**src/rtl/frogger_pkg.sv**
```systemverilog
// frogger_pkg: shared grid constants, position type and move decoding for the Frogger core
package frogger_pkg;
    localparam int GRID = 16;
    localparam logic [3:0] START_ROW = 4'd15;
    localparam logic [3:0] START_COL = 4'd7;
    localparam logic [1:0] LIVES_INIT = 2'd3;
    localparam logic [15:0] LANE_INIT = 16'h0C66;
    localparam logic [15:0] SAFE_ROWS = 16'b1000_0000_1000_0001;
    typedef struct packed {
        logic [3:0] row;
        logic [3:0] col;
    } pos_t;
    localparam pos_t START_POS = '{row: START_ROW, col: START_COL};
    typedef enum logic {PLAY, OVER} game_state_t;
    typedef enum logic [2:0] {MV_NONE, MV_UP, MV_DOWN, MV_LEFT, MV_RIGHT} move_t;
    function automatic move_t pick_move(input logic up, input logic down, input logic left, input logic right);
        return up ? MV_UP : down ? MV_DOWN : left ? MV_LEFT : right ? MV_RIGHT : MV_NONE;
    endfunction
endpackage

```
**src/rtl/frogger_game_if.sv**
```systemverilog
// frogger_game_if: player controls in, LED frame and seven-segment digits out
interface frogger_game_if;
    logic [2:0] speed;
    logic move_up;
    logic move_down;
    logic move_left;
    logic move_right;
    logic [15:0][15:0] red_pixels;
    logic [15:0][15:0] green_pixels;
    logic [6:0] HEX0;
    logic [6:0] HEX5;
    modport master (
        output speed, move_up, move_down, move_left, move_right,
        input red_pixels, green_pixels, HEX0, HEX5
    );
    modport slave (
        input speed, move_up, move_down, move_left, move_right,
        output red_pixels, green_pixels, HEX0, HEX5
    );
endinterface

```
**src/rtl/frogger_game_seg7_digit.sv**
```systemverilog
// seg7_digit: decimal digit to active-low {g,f,e,d,c,b,a} pattern, blank above 9
module seg7_digit (
    input  logic [3:0] value,
    output logic [6:0] seg
);
    always_comb begin
        case (value)
            4'd0: seg = 7'h40;
            4'd1: seg = 7'h79;
            4'd2: seg = 7'h24;
            4'd3: seg = 7'h30;
            4'd4: seg = 7'h19;
            4'd5: seg = 7'h12;
            4'd6: seg = 7'h02;
            4'd7: seg = 7'h78;
            4'd8: seg = 7'h00;
            4'd9: seg = 7'h10;
            default: seg = 7'h7F;
        endcase
    end
endmodule

```
**src/rtl/frogger_game.sv**
```systemverilog
// frogger_game: frog, scrolling car lanes, score and lives, rendered to a 16x16 frame
module frogger_game
    import frogger_pkg::*;
#(
    parameter int TICK_BASE = 2048
) (
    input logic clk,
    input logic reset,
    frogger_game_if.slave io
);
    localparam int CW = $clog2(8 * TICK_BASE);
    game_state_t state, state_d;
    pos_t frog, frog_d;
    logic [3:0] score, score_d;
    logic [1:0] lives, lives_d;
    logic [CW-1:0] cnt, limit;
    logic [15:0][15:0] lanes, green;
    logic run, tick, collide;
    move_t mv;
    assign run = io.speed != 3'd0 && state == PLAY;
    assign limit = CW'((8 - int'(io.speed)) * TICK_BASE - 1);
    assign tick = run && cnt >= limit;
    assign collide = lanes[frog.row][frog.col];
    assign mv = pick_move(io.move_up, io.move_down, io.move_left, io.move_right);
    always_comb begin
        state_d = state;
        frog_d = frog;
        score_d = score;
        lives_d = lives;
        if (state == PLAY) begin
            if (collide) begin
                lives_d = lives - 2'd1;
                frog_d = START_POS;
                state_d = lives == 2'd1 ? OVER : PLAY;
            end else if (frog.row == 4'd0) begin
                score_d = score == 4'd9 ? 4'd0 : score + 4'd1;
                frog_d = START_POS;
            end else begin
                frog_d.row = mv == MV_UP && frog.row != 4'd0 ? frog.row - 4'd1 :
                             mv == MV_DOWN && frog.row != 4'd15 ? frog.row + 4'd1 : frog.row;
                frog_d.col = mv == MV_LEFT && frog.col != 4'd0 ? frog.col - 4'd1 :
                             mv == MV_RIGHT && frog.col != 4'd15 ? frog.col + 4'd1 : frog.col;
            end
        end
    end
    always_ff @(posedge clk or negedge reset) begin
        if (!reset) begin
            state <= PLAY;
            frog <= START_POS;
            score <= 4'd0;
            lives <= LIVES_INIT;
            cnt <= '0;
            for (int r = 0; r < GRID; r++) lanes[r] <= SAFE_ROWS[r] ? 16'h0 : LANE_INIT;
        end else begin
            state <= state_d;
            frog <= frog_d;
            score <= score_d;
            lives <= lives_d;
            cnt <= !run ? cnt : tick ? '0 : cnt + 1'b1;
            // even lanes scroll toward higher columns, odd lanes toward lower
            if (tick)
                for (int r = 0; r < GRID; r++)
                    lanes[r] <= r[0] ? {lanes[r][0], lanes[r][15:1]} : {lanes[r][14:0], lanes[r][15]};
        end
    end
    always_comb begin
        green = '0;
        green[frog.row][frog.col] = 1'b1;
    end
    assign io.red_pixels = lanes;
    assign io.green_pixels = green;
    seg7_digit u_score (.value(score), .seg(io.HEX0));
    seg7_digit u_lives (.value({2'b00, lives}), .seg(io.HEX5));
endmodule

```
**src/flat_wrapper.sv**
```systemverilog
// flat-port wrapper written by rule: the top's interface ports become plain ports
module frogger_game_flat import frogger_pkg::*;
#(
    parameter int TICK_BASE = 2048
)
  (clk, reset, io_speed, io_move_up, io_move_down, io_move_left, io_move_right, io_red_pixels, io_green_pixels, io_HEX0, io_HEX5);
  frogger_game_if io_i ();
  input logic clk;
  input logic reset;
  input wire logic [$bits(io_i.speed)-1:0] io_speed;
  input wire logic [$bits(io_i.move_up)-1:0] io_move_up;
  input wire logic [$bits(io_i.move_down)-1:0] io_move_down;
  input wire logic [$bits(io_i.move_left)-1:0] io_move_left;
  input wire logic [$bits(io_i.move_right)-1:0] io_move_right;
  output wire logic [$bits(io_i.red_pixels)-1:0] io_red_pixels;
  output wire logic [$bits(io_i.green_pixels)-1:0] io_green_pixels;
  output wire logic [$bits(io_i.HEX0)-1:0] io_HEX0;
  output wire logic [$bits(io_i.HEX5)-1:0] io_HEX5;
  assign io_i.speed = io_speed;
  assign io_i.move_up = io_move_up;
  assign io_i.move_down = io_move_down;
  assign io_i.move_left = io_move_left;
  assign io_i.move_right = io_move_right;
  assign io_red_pixels = io_i.red_pixels;
  assign io_green_pixels = io_i.green_pixels;
  assign io_HEX0 = io_i.HEX0;
  assign io_HEX5 = io_i.HEX5;
  frogger_game #(.TICK_BASE(TICK_BASE)) u_core (.clk(clk), .reset(reset), .io(io_i));
endmodule
```
**config.mk**
```make
export PLATFORM = sky130hd
export DESIGN_NAME = frogger_game_flat
export DESIGN_NICKNAME = d
export VERILOG_FILES = /design/src/rtl/frogger_pkg.sv /design/src/rtl/frogger_game_if.sv /design/src/rtl/frogger_game_seg7_digit.sv /design/src/rtl/frogger_game.sv /design/src/flat_wrapper.sv
export SDC_FILE = /design/constraint.sdc
export NUM_CORES = 1
export LEC_CHECK = 0
export CORE_AREA = 2 2 206 208
export DETAILED_ROUTE_END_ITERATION = 10
export DIE_AREA = 0 0 208 210
export HOLD_SLACK_MARGIN = 0.12
export PLACE_DENSITY = 0.71
export SLEW_MARGIN = 20
export SYNTH_ARGS = -nofsm -noshare
export SYNTH_HDL_FRONTEND = slang
export SYNTH_SLANG_ARGS = --single-unit
export TNS_END_PERCENT = 10
```
**constraint.sdc**
```tcl
create_clock -name clk -period 3.2 [get_ports clk]
set_input_delay 0.64 -clock clk [delete_from_list [all_inputs] [get_ports clk]]
set_output_delay 0.64 -clock clk [all_outputs]
set_load 0.01 [all_outputs]
```
### Yosys cells after proc, flatten, opt, wreduce, memory -nomap -nowiden

Memories as Yosys holds them, arrays and structs flattened.
Index checks and enable logic that the tools add are counted.

| storage, ports and cells | value |
|---|---|
| ROM bits | 224 |
| logic and storage cells | 89 |
| input port bits | 9 |
| bits in writable memories | 0 |
| memories | 2 |
| output and inout port bits | 526 |
| bits in latches | 0 |
| bits in registers | 285 |

| operators by class | value |
|---|---|
| order comparisons | 5 |
| mux-type cells | 23 |
| equal/unequal tests | 8 |
| divide/modulo/power cells | 0 |
| $add $sub $neg | 9 |
| multipliers | 0 |
| shift-type cells | 0 |
| reduce and logical (&&, ||, !) cells | 18 |
| bitwise logic cells | 2 |

Memory list:

| name | words | width | rd ports | clocked after memory_dff | wr ports | line | text |
|---|---|---|---|---|---|---|---|
| (name not given) | 16 | 7 | 1 | 0 | 0 | frogger_game_seg7_digit.sv:7 | `case (value)` |
| (name not given) | 16 | 7 | 1 | 0 | 0 | frogger_game_seg7_digit.sv:7 |  |

Operator list:

| kind | count |
|---|---|
| 16-bit binary-select mux with 4-bit select | 1 |
| 16-bit demux with 4-bit select | 1 |
| 16-bit two-way mux | 2 |
| 4-bit two-way mux | 5 |
| 8-bit two-way mux | 2 |
| 4-bit nonzero test | 4 |
| 14-bit by 1-bit adder with 14-bit output (second input constant) | 1 |
| 14-bit greater-or-equal comparator | 1 |
| 14-bit two-way mux | 1 |
| 14-bit by 2-bit subtractor with 14-bit output (second input constant) | 1 |
| 4-bit by 1-bit adder with 4-bit output (second input constant) | 3 |
| 3-bit two-way mux | 4 |
| 4-bit by 5-bit < comparator with 1-bit output (second input constant) | 2 |
| 4-bit by 1-bit greater-or-equal comparator with 1-bit output (second input constant) | 2 |
| 1-bit logical AND | 8 |
| 4-bit != test (second input constant) | 2 |
| 4-bit by 1-bit subtractor with 4-bit output (second input constant) | 2 |
| 3-bit by 2-bit equality test with 1-bit output (second input constant) | 2 |
| 2-bit AND reduction | 3 |
| 1-bit two-way mux | 5 |
| 1-bit binary-select mux with 4-bit select | 1 |
| 1-bit demux with 4-bit select | 1 |
| 4-bit equality test (second input constant) | 1 |
| 4-bit logical NOT | 1 |
| 8 further kinds | 9 |

### Depth between registers and ports, before layout

Gate-level depths: netlist (run 1).

| logic depth | value |
|---|---|
| depth after elaboration | 10 |
| mapped depth | 14 |
| mapped depth without buffers | 11 |

### Hierarchy

Synthesis (run 1) repeated with hierarchy kept, for this count alone.

| unflattened totals | value |
|---|---|
| cells, all modules | 1,835 |
| area total of the unflattened synthesis | 15,508.6 µm² |

By module, submodules not included:

| module | cells each | instances | area each (µm²) | sequential area each (µm²) |
|---|---|---|---|---|
| frogger_game | 1,775 | 1 | 15,102.0 | 7,240.7 |
| seg7_digit at u_core.u_score | 30 | 1 | 203.9 | 0.0 |
| seg7_digit at u_core.u_lives | 30 | 1 | 202.7 | 0.0 |

### Worst setup path before layout (run 1)

OpenSTA, ideal clock, no wires.

| timing | value |
|---|---|
| kind | register -> register |
| start point | register u_core.frog[5] (netlist name) |
| end point | register u_core.score[3] |
| buffers on the path | 4 |
| required time | 3.096 ns |
| path slack | 0.006 ns |
| data arrival time | 3.090 ns |
| clock period less this slack | 3.194 ns |
| cell stages (with the launch flop) | 12 |
| library setup time | 0.104 ns |
| cells stage by stage | dfstp_2 -> buf_2 -> buf_2 -> buf_1 -> clkbuf_1 -> mux4_2 -> a22oi_1 -> a21oi_1 -> nor4_1 -> o2bb2ai_2 -> or3_4 -> o311ai_1 |

| between the ends | value |
|---|---|
| word-level cells in the longest chain between the ends | 6 |
| elaborated cells between the ends (all ways) | 7 |
| those cells by class | mux (4); bitwise (1); reduce/logical (2) |

Ends and longest elaborated chain:

| what | line | text |
|---|---|---|
| from (decl) | frogger_game.sv:13 | `pos_t frog, frog_d;` |
| from (signal assigned) | frogger_game.sv:56 | `frog <= frog_d;` |
| 16-bit binary-select mux with 4-bit select | frogger_game.sv:23 | `assign collide = lanes[frog.row][frog.col];` |
| 16-bit two-way mux (not written as such) | frogger_game.sv:23 |  |
| 1-bit binary-select mux with 4-bit select | frogger_game.sv:23 |  |
| 1-bit two-way mux (not written as such) | frogger_game.sv:23 |  |
| 1-bit inverter (no source line) | n/a |  |
| 3-bit AND reduction (no source line) (*) | n/a |  |
| to (signal assigned) | frogger_game.sv:57 | `score <= score_d;` |
| to (decl) | frogger_game.sv:14 | `logic [3:0] score, score_d;` |

Mark *: on every way between the ends. The rest lies on a longest branch, timed or not. The select of a mux whose other input is x is not followed.
A chain may end at the register's enable or synchronous reset.

### Worst setup path in the final report (run 1)

| timing | value |
|---|---|
| start point | register u_core.frog[4] (netlist name) |
| end point | register u_core.frog[3] (netlist name) |

| between the ends | value |
|---|---|
| word-level cells in the longest chain between the ends | 6 |
| elaborated cells between the ends (all ways) | 9 |
| those cells by class | mux (6); reduce/logical (3) |

Ends and longest elaborated chain:

| what | line |
|---|---|
| 16-bit binary-select mux with 4-bit select | frogger_game.sv:23 |
| 16-bit two-way mux (not written as such) | frogger_game.sv:23 |
| 1-bit binary-select mux with 4-bit select | frogger_game.sv:23 |
| 1-bit two-way mux (not written as such) | frogger_game.sv:23 |
| 4-bit nonzero test (no source line) | n/a |
| 2-bit AND reduction (no source line) | n/a |

Parallel ways exist; a longest one is shown, timed or not. The select of a mux whose other input is x is not followed.

==> metrics, run 1 <==
die area=43,700 sq um; required time of the worst setup path=about 3.7 ns; outcome=complete, but fails checks; Placed Cells=approximately 2,400; worst reg2reg startpoint=u_core.frog[4]; via count=roughly 13,000; worst path arrival time=3.95 ns; FMAX=a little under 300 MHz; Final Cell Area=approximately 24,000 sq um; Sw Share=between 30 and 40%; warnings from Yosys=0; CP top delay family=simple AND/OR/NAND/NOR gates; DRT Pass-1 Iters=6; site row count=75; chip height=approximately 210 um; largest net degree at the start of global routing=a little under 90; Initial Utilization=around 36%; Cell Pwr Density=503 nW/um^2; Final Util=~57%; critical path class=flip-flop to flip-flop; synthesized instance count=around 1,300; clock skew=between 0.02 and 0.03 ns; HP Class=flip-flop to flip-flop; Comb power frac=36.9%; Seq pwr share=approximately 34%; vias in the first global route=approximately 14,000; gr usage total=between 20% and 30%; Post-Layout Cell Count=between 2,000 and 2,500; Post-Place Worst Slack=-0.583 ns; slowest CP cell=dfstp_4; Clock Path Buffers=3; initial antenna violation count=1; Hold Violations, Final=0; worst-skew pair later-pin latency=~0.57 ns; area leader, netlist=dfrtp_1; Cell variety after synth=between 40 and 50; failing checks=setup timing; Int Pwr=roughly 7.6 mW; RSZ-0062 raised after global routing=true; CP Capture Type=flip-flop; Psw=approximately 4.3 mW; worst IR drop on VDD=around 0.38 mV; Startpoint Class=flip-flop; min cycle time layout=3.44 ns; clock slew at reported path FFs=~0.070 ns; Avg Synthesized Cell Area=11.9 sq um; CP dominant cell by count=buf_4; core area=between 40,000 and 50,000 sq um; via/cell ratio=5.36; Slew @ Worst Pin=~0.57 ns; Worst Hold Launch=u_core.cnt[6]; synth-to-layout area growth=58.6%; EDFF count, synth=0; antenna-violating nets left=0; DRT iter0 DRCs=between 1,000 and 1,500; critical-path cell list=buf_12 > buf_6 > mux4_2 > a22oi_1 > a21oi_1 > or4_4 > a22o_4 > buf_4 > nor3_2 > buf_4 > a32o_1; max_slew headroom=about three fifths; post-synth design cell area=around 15,000 sq um; clock share of power=a little under 30%; IO Pins=roughly 540; CP Launch Point=u_core.frog[4]; Leak Pwr=~12 nW; Area after DPL=22,100 sq um; RePlAce Congestion=a little over 0.9; final setup TNS=-5.19 ns; Buf+Inv Stages, Crit Path=4; register bit total from synthesis=~290; first-pass GRT wire length=88.6 mm; Synth top area share=roughly 33%; DR DRC count=0; hold slack=a little over 0.5 ns; endpoints failing setup=66; Final HPWL DP=about 46 mm; CTS tree=done; final worst-path cycle share=107%; total nets after synthesis=between 1,000 and 1,500; GRT overflow=0; asr flop ratio synth=100%; clk sinks=roughly 290; nets=~1,900; max incr delay on CP=roughly 0.7 ns; PortBufs=533; Seq/Total Area, Yosys=between 40% and 50%; Primary FF master, synth=dfrtp_1; max cap viols=0; top cells by area, synth=dfrtp_1 33%, mux2_2 19%, dfstp_2 15%; Clock Tree Root=clkbuf_16; DR WL/cell=between 20 and 25 um; ratio of cells with drive above 1 in the final layout=slightly below 40%; Tot Pwr=between 10 and 15 mW; CP max FO=11; CTS Buf Count=30; Clock H-tree levels=1; Final Max Slew Viols=0; Post-Route WL=just over 60 mm; Die X=between 200 and 250 um; Worst Setup Slack, final=-0.237 ns
==> flip-flops by register name, summed over array words and instances (netlist names) <==
signal,cells
u_core.score,4
u_core.cnt,14
u_core.state,1
u_core.io.red_pixels,256
u_core.frog,8
u_core.lives,2
==> logic make-up (layout without fill, tap and decap cells) <==
logic type / count (synthesis) / in the layout / synth area share [%]
AOI/OAI and AO/OA: 102 / 103 / 4.73
adders and majority gates: 20 / 20 / 1.78
muxes: 326 / 326 / 29.9
other: 1 / 2 / 0.0252
xor gates and xnor gates: 13 / 13 / 0.764
buffers and inverters: 121 / 796 / 3.76
DFF: 285 / 285 / 48.6
and+or+nand+nor: 383 / 383 / 10.4
==> layout make-up <==
| cell class | count | area [sq um] |
|---|---|---|
| fillers | 3473 | 17800 |
| well taps | 539 | 674 |
| multi-input cells | 846 | 7450 |
| repair buffers | 715 | 7170 |
| flip-flops and latches | 285 | 7250 |
| clock inverters | 15 | 161 |
| clock buffers | 41 | 832 |
| inverters | 25 | 93.8 |
| diodes | 1 | 2.50 |
==> cell usage after synthesis, types with 2 or more instances <==
library cell,count
o31ai_1,3
a22o_1,4
a21oi_1,26
nor2b_1,5
nor3_1,5
xor2_1,7
fa_1,2
o21ai_0,11
dfrtp_1,198
and4_1,2
mux2_2,257
clkbuf_1,79
mux4_2,46
mux2i_1,5
buf_1,3
nand4_1,3
buf_6,3
nor4_1,3
ha_1,18
a31oi_1,3
xnor2_1,6
nand2_1,46
nand3_1,16
buf_4,4
nor2_1,287
o41ai_1,3
or2_2,3
a32oi_1,3
mux4_1,18
a22oi_1,35
a21o_1,8
buf_12,4
and2_1,4
or4_1,4
buf_2,3
dfstp_2,87
inv_1,25
==> worst reg2reg max path: stages (launching register included) <==
cell     delay [ns]
dfstp_4        0.69
buf_12         0.17
buf_6          0.14
mux4_2         0.49
a22oi_1        0.19
a21oi_1        0.12
or4_4          0.57
a22o_4         0.29
buf_4          0.16
nor3_2         0.19
buf_4          0.20
a32o_1         0.15
==> power by group through the flow <==
| stage | registers, mW | clock network (mW) | logic (mW) |
|---|---|---|---|
| 2_1_floorplan | 3.90 | 0 | 2.23 |
| 3_3_place_gp | 4.14 | 0 | 3.68 |
| 3_5_place_dp | 4.15 | 0 | 3.76 |
| 4_1_cts | 3.99 | 3.56 | 4.15 |
| 5_1_grt | 4.02 | 3.69 | 4.66 |
| 6_report | 3.99 | 3.51 | 4.39 |
==> per-layer routing <==
layer | share of wire, % | vias to the layer above | global-route usage (%)
li1 | - | 5748 | -
met1 | 38 | 6733 | 31.4
met2 | 53 | 612 | 48.5
met3 | 5.3 | 140 | 3.37
met4 | 3.9 | 0 | 11.7
met5 | 0 | - | 0
==> placed cells by master (no fill, tap or decap), drive strengths merged, types with 3 or more instances in the layout <==
cell and n:
ha 18, or4 4, a22oi 35, nor2 287
a21oi 26, clkdlybuf4s15 16, or2 3, nor3 6
o21ai 11, and2 5, buf 185, mux4 64
xor2 7, o41ai 4, clkbuf 82, a21o 8
a22o 5, nand4 3, nand3 16, o31ai 3
dlymetal6s2s 86, clkinv 8, nor2b 5, a31oi 3
dlygate4sd2 31, xnor2 6, clkinvlp 4, nand2 46
inv 26, clkdlybuf4s50 355, nor4 3, dfstp 87
mux2i 5, dfrtp 198, a32oi 3, mux2 257
==> final timing paths <==
path / to / cells after the start / slack (ns)
hold / removal: u_core.cnt[6] / 1 / 0.51
setup / recovery: u_core.frog[3] / 11 / -0.24
setup reg to reg: u_core.frog[3] / 11 / -0.24
min in group asynchronous: u_core.io.red_pixels[119] / 2 / 0.63
hold reg to reg: u_core.cnt[6] / 1 / 0.51
max in group asynchronous: u_core.io.red_pixels[187] / 3 / 1.65
==> repair_timing <==
action / in CTS / in global routing
hold buffers: 1 / 0
buffers inserted: 9 / 11
gates resized for setup: 174 / 228
pin swaps: 3 / 11
cloned: 0 / 2
endpoints found under the hold margin: 49 / 0
endpoints found under the setup margin: 271 / 244
Note: power is estimated with default switching activity, not from simulation.
==> run 2, diff against run 1 <==
- GPL_TIMING_DRIVEN: not set -> 0
- RECOVER_POWER: not set -> 50
==> run 2 against run 1 <==
  * The flow finishes with violations (capacitance limit, slew limit, setup timing)
  * Sequential cell count is the same
  * Fmax fell by 3.5%
  * Via count is 0.26% higher
  * First-iteration DRC count decreased by 10%
  * Sequential power about the same
  * Design area increased by 1.5%
  * Critical path depth increased by 1
  * Utilization up 0.87 points
  * Power grew 15%
  * Critical path type unchanged
  * Largest cell class unchanged
==> metrics, run 2 (synthesis gave the netlist of run 1 again) <==
DR WL/cell=26.6 um; nets=about 1,900; min cycle time layout=approximately 3.6 ns; FMAX=roughly 280 MHz; Initial Utilization=between 30% and 40%; slowest CP cell=dfstp_2; Startpoint Class=flip-flop; max cap viols=1; outcome=complete, but fails checks; Area after DPL=~21,000 sq um; site row count=75; clock slew at reported path FFs=around 0.07 ns; fillers=~3,500; die area=between 40,000 and 50,000 sq um; vias in the first global route=around 14,000; worst IR drop on VDD=approximately 0.43 mV; chip height=approximately 210 um; RePlAce Congestion=roughly 0.9; Slew @ Worst Pin=2.25 ns; Final Cell Area=24,000 sq um; DR DRC count=0; via/cell ratio=roughly 5.4; Post-Layout Cell Count=approximately 2,500; Reg area=between 7000 and 8000 sq um; max reg flops=approximately 260; ratio of cells with drive above 1 in the final layout=41.9%; IO Pins=roughly 540; initial antenna violation count=1; Die X=around 210 um; Final Max Slew Viols=88; first-pass GRT wire length=93.8 mm; Cell Pwr Density=between 500 and 600 nW/um^2; CTS tree=done; Placed Cells=~2,300; CTS Buf Count=30; commonest non-fill, non-tap cell in the layout=clkdlybuf4s50_1; clock skew=between 0.03 and 0.04 ns; worst reg-to-reg setup slack=-0.36 ns; DRT Pass-1 Iters=5; critical-path cell list=buf_12 > buf_12 > buf_8 > buf_8 > mux4_2 > a22oi_2 > a21oi_2 > or4_4 > a22o_1 > buf_6 > o41ai_4 > a2bb2oi_2; HP Class=flip-flop to flip-flop; gr usage total=28.8%; antenna-violating nets left=0; worst path arrival time=just over 4 ns; Hold Violations, Final=0; DRT iter0 DRCs=between 900 and 1,000; Post-Place Worst Slack=-2.06 ns; Multi-input gate area=between 7000 and 8000 sq um; clk sinks=roughly 290; core area=41,500 sq um; most frequent cells in the layout=320 x clkdlybuf4s50_1, 257 x nor2_1, 257 x mux2_2; CP Capture Type=flip-flop; worst-skew pair later-pin latency=roughly 0.59 ns; final worst-path cycle share=111%; Clock H-tree levels=1; synth-to-layout area growth=61.0%; PortBufs=between 500 and 600; Post-Route WL=approximately 66 mm; max incr delay on CP=0.59 ns; RSZ-0062 raised after global routing=true; via count=approximately 13,000; Leak Pwr=about 11 nW; required time of the worst setup path=around 3.7 ns; GRT overflow=0; Clock Tree Root=clkbuf_16; Tot Pwr=between 10 and 15 mW; CP max FO=5; Clock Path Buffers=3; max_slew headroom=-49.8%; endpoints failing setup=approximately 400; largest net degree at the start of global routing=roughly 100; Final Util=just under 60%; failing checks=capacitance limit, slew limit, setup timing; Worst Setup Slack, final=-0.361 ns; critical path class=flip-flop to flip-flop; Final HPWL DP=48.2 mm
[run 2: cell count changes in the layout (fill, tap and decap cells not counted), moves of 35 or more]
cell | previous run | this run
buf_4 | 128 | 67
dlygate4sd2_1 | 31 | 67
dlygate4sd3_1 | 1 | 46
buf_2 | 4 | 49
dlymetal6s2s_1 | 86 | 25
clkdlybuf4s50_1 | 355 | 320
[run 2: area by class of cell]
class	count	share of cell area, %
antenna	1	0.0104
buffer	93	4.52
clock buffer	40	3.62
clock inverter	16	0.871
inverter	25	0.454
multi-input combinational	845	32.5
sequential	285	30.2
tap	539	2.81
timing repair buffer	622	25.0
[run 2: per-layer routing]
layer / share of wire (%) / vias up / GRT usage [%] / wire length (um)
met5: 0 / - / 0 / 0
met1: 37 / 6791 / 33.3 / 24400
met3: 5.2 / 135 / 4.86 / 3430
li1: - / 5766 / - / -
met4: 5.2 / 0 / 15.2 / 3430
met2: 52 / 576 / 51.4 / 34300
[run 2: timing repair]
action / CTS / global route
hold endpoints to repair: 45 / 0
hold buffers: 1 / 0
setup buffers: 51 / 26
gates resized for setup: 621 / 162
endpoints found under the setup margin: 525 / 518
pin swaps: 29 / 25
cloned: 9 / 0
[run 2: path summary, 6_finish.rpt]
check	start	endpoint	depth (start not counted)
hold / removal	u_core.cnt[1]	u_core.cnt[1]	2
setup reg to reg	u_core.frog[4]	u_core.frog[4]	12
max in group asynchronous	reset	u_core.frog[3]	3
setup / recovery	u_core.frog[4]	u_core.frog[4]	12
hold reg to reg	u_core.cnt[1]	u_core.cnt[1]	2
min in group asynchronous	reset	u_core.io.red_pixels[118]	2
[run 2: critical path: cells and delay by family (launching register included)]
kind	cells	cell delay [ns]
AND/OR/NAND/NOR	1	0.59
multiplexers	1	0.55
flip-flops	1	0.59
AO/OA/AOI/OAI	5	1.14
buffers and inverters	5	0.59
[run 2: per-stage QoR]
stage / hold slack [ns] / setup TNS (ns)
2_1_floorplan: 0.344 / 0
3_3_place_gp: 0.496 / -3508.00
3_5_place_dp: 0.499 / -666.15
4_1_cts: 0.512 / -77.43
5_1_grt: 0.550 / -91.05
6_report: 0.525 / -46.50
[run 2: where the power goes]
group | internal (mW) | switching (mW)
combinational | 2.63 | 3.29
clock | 2.23 | 1.54
sequential | 3.77 | 0.191
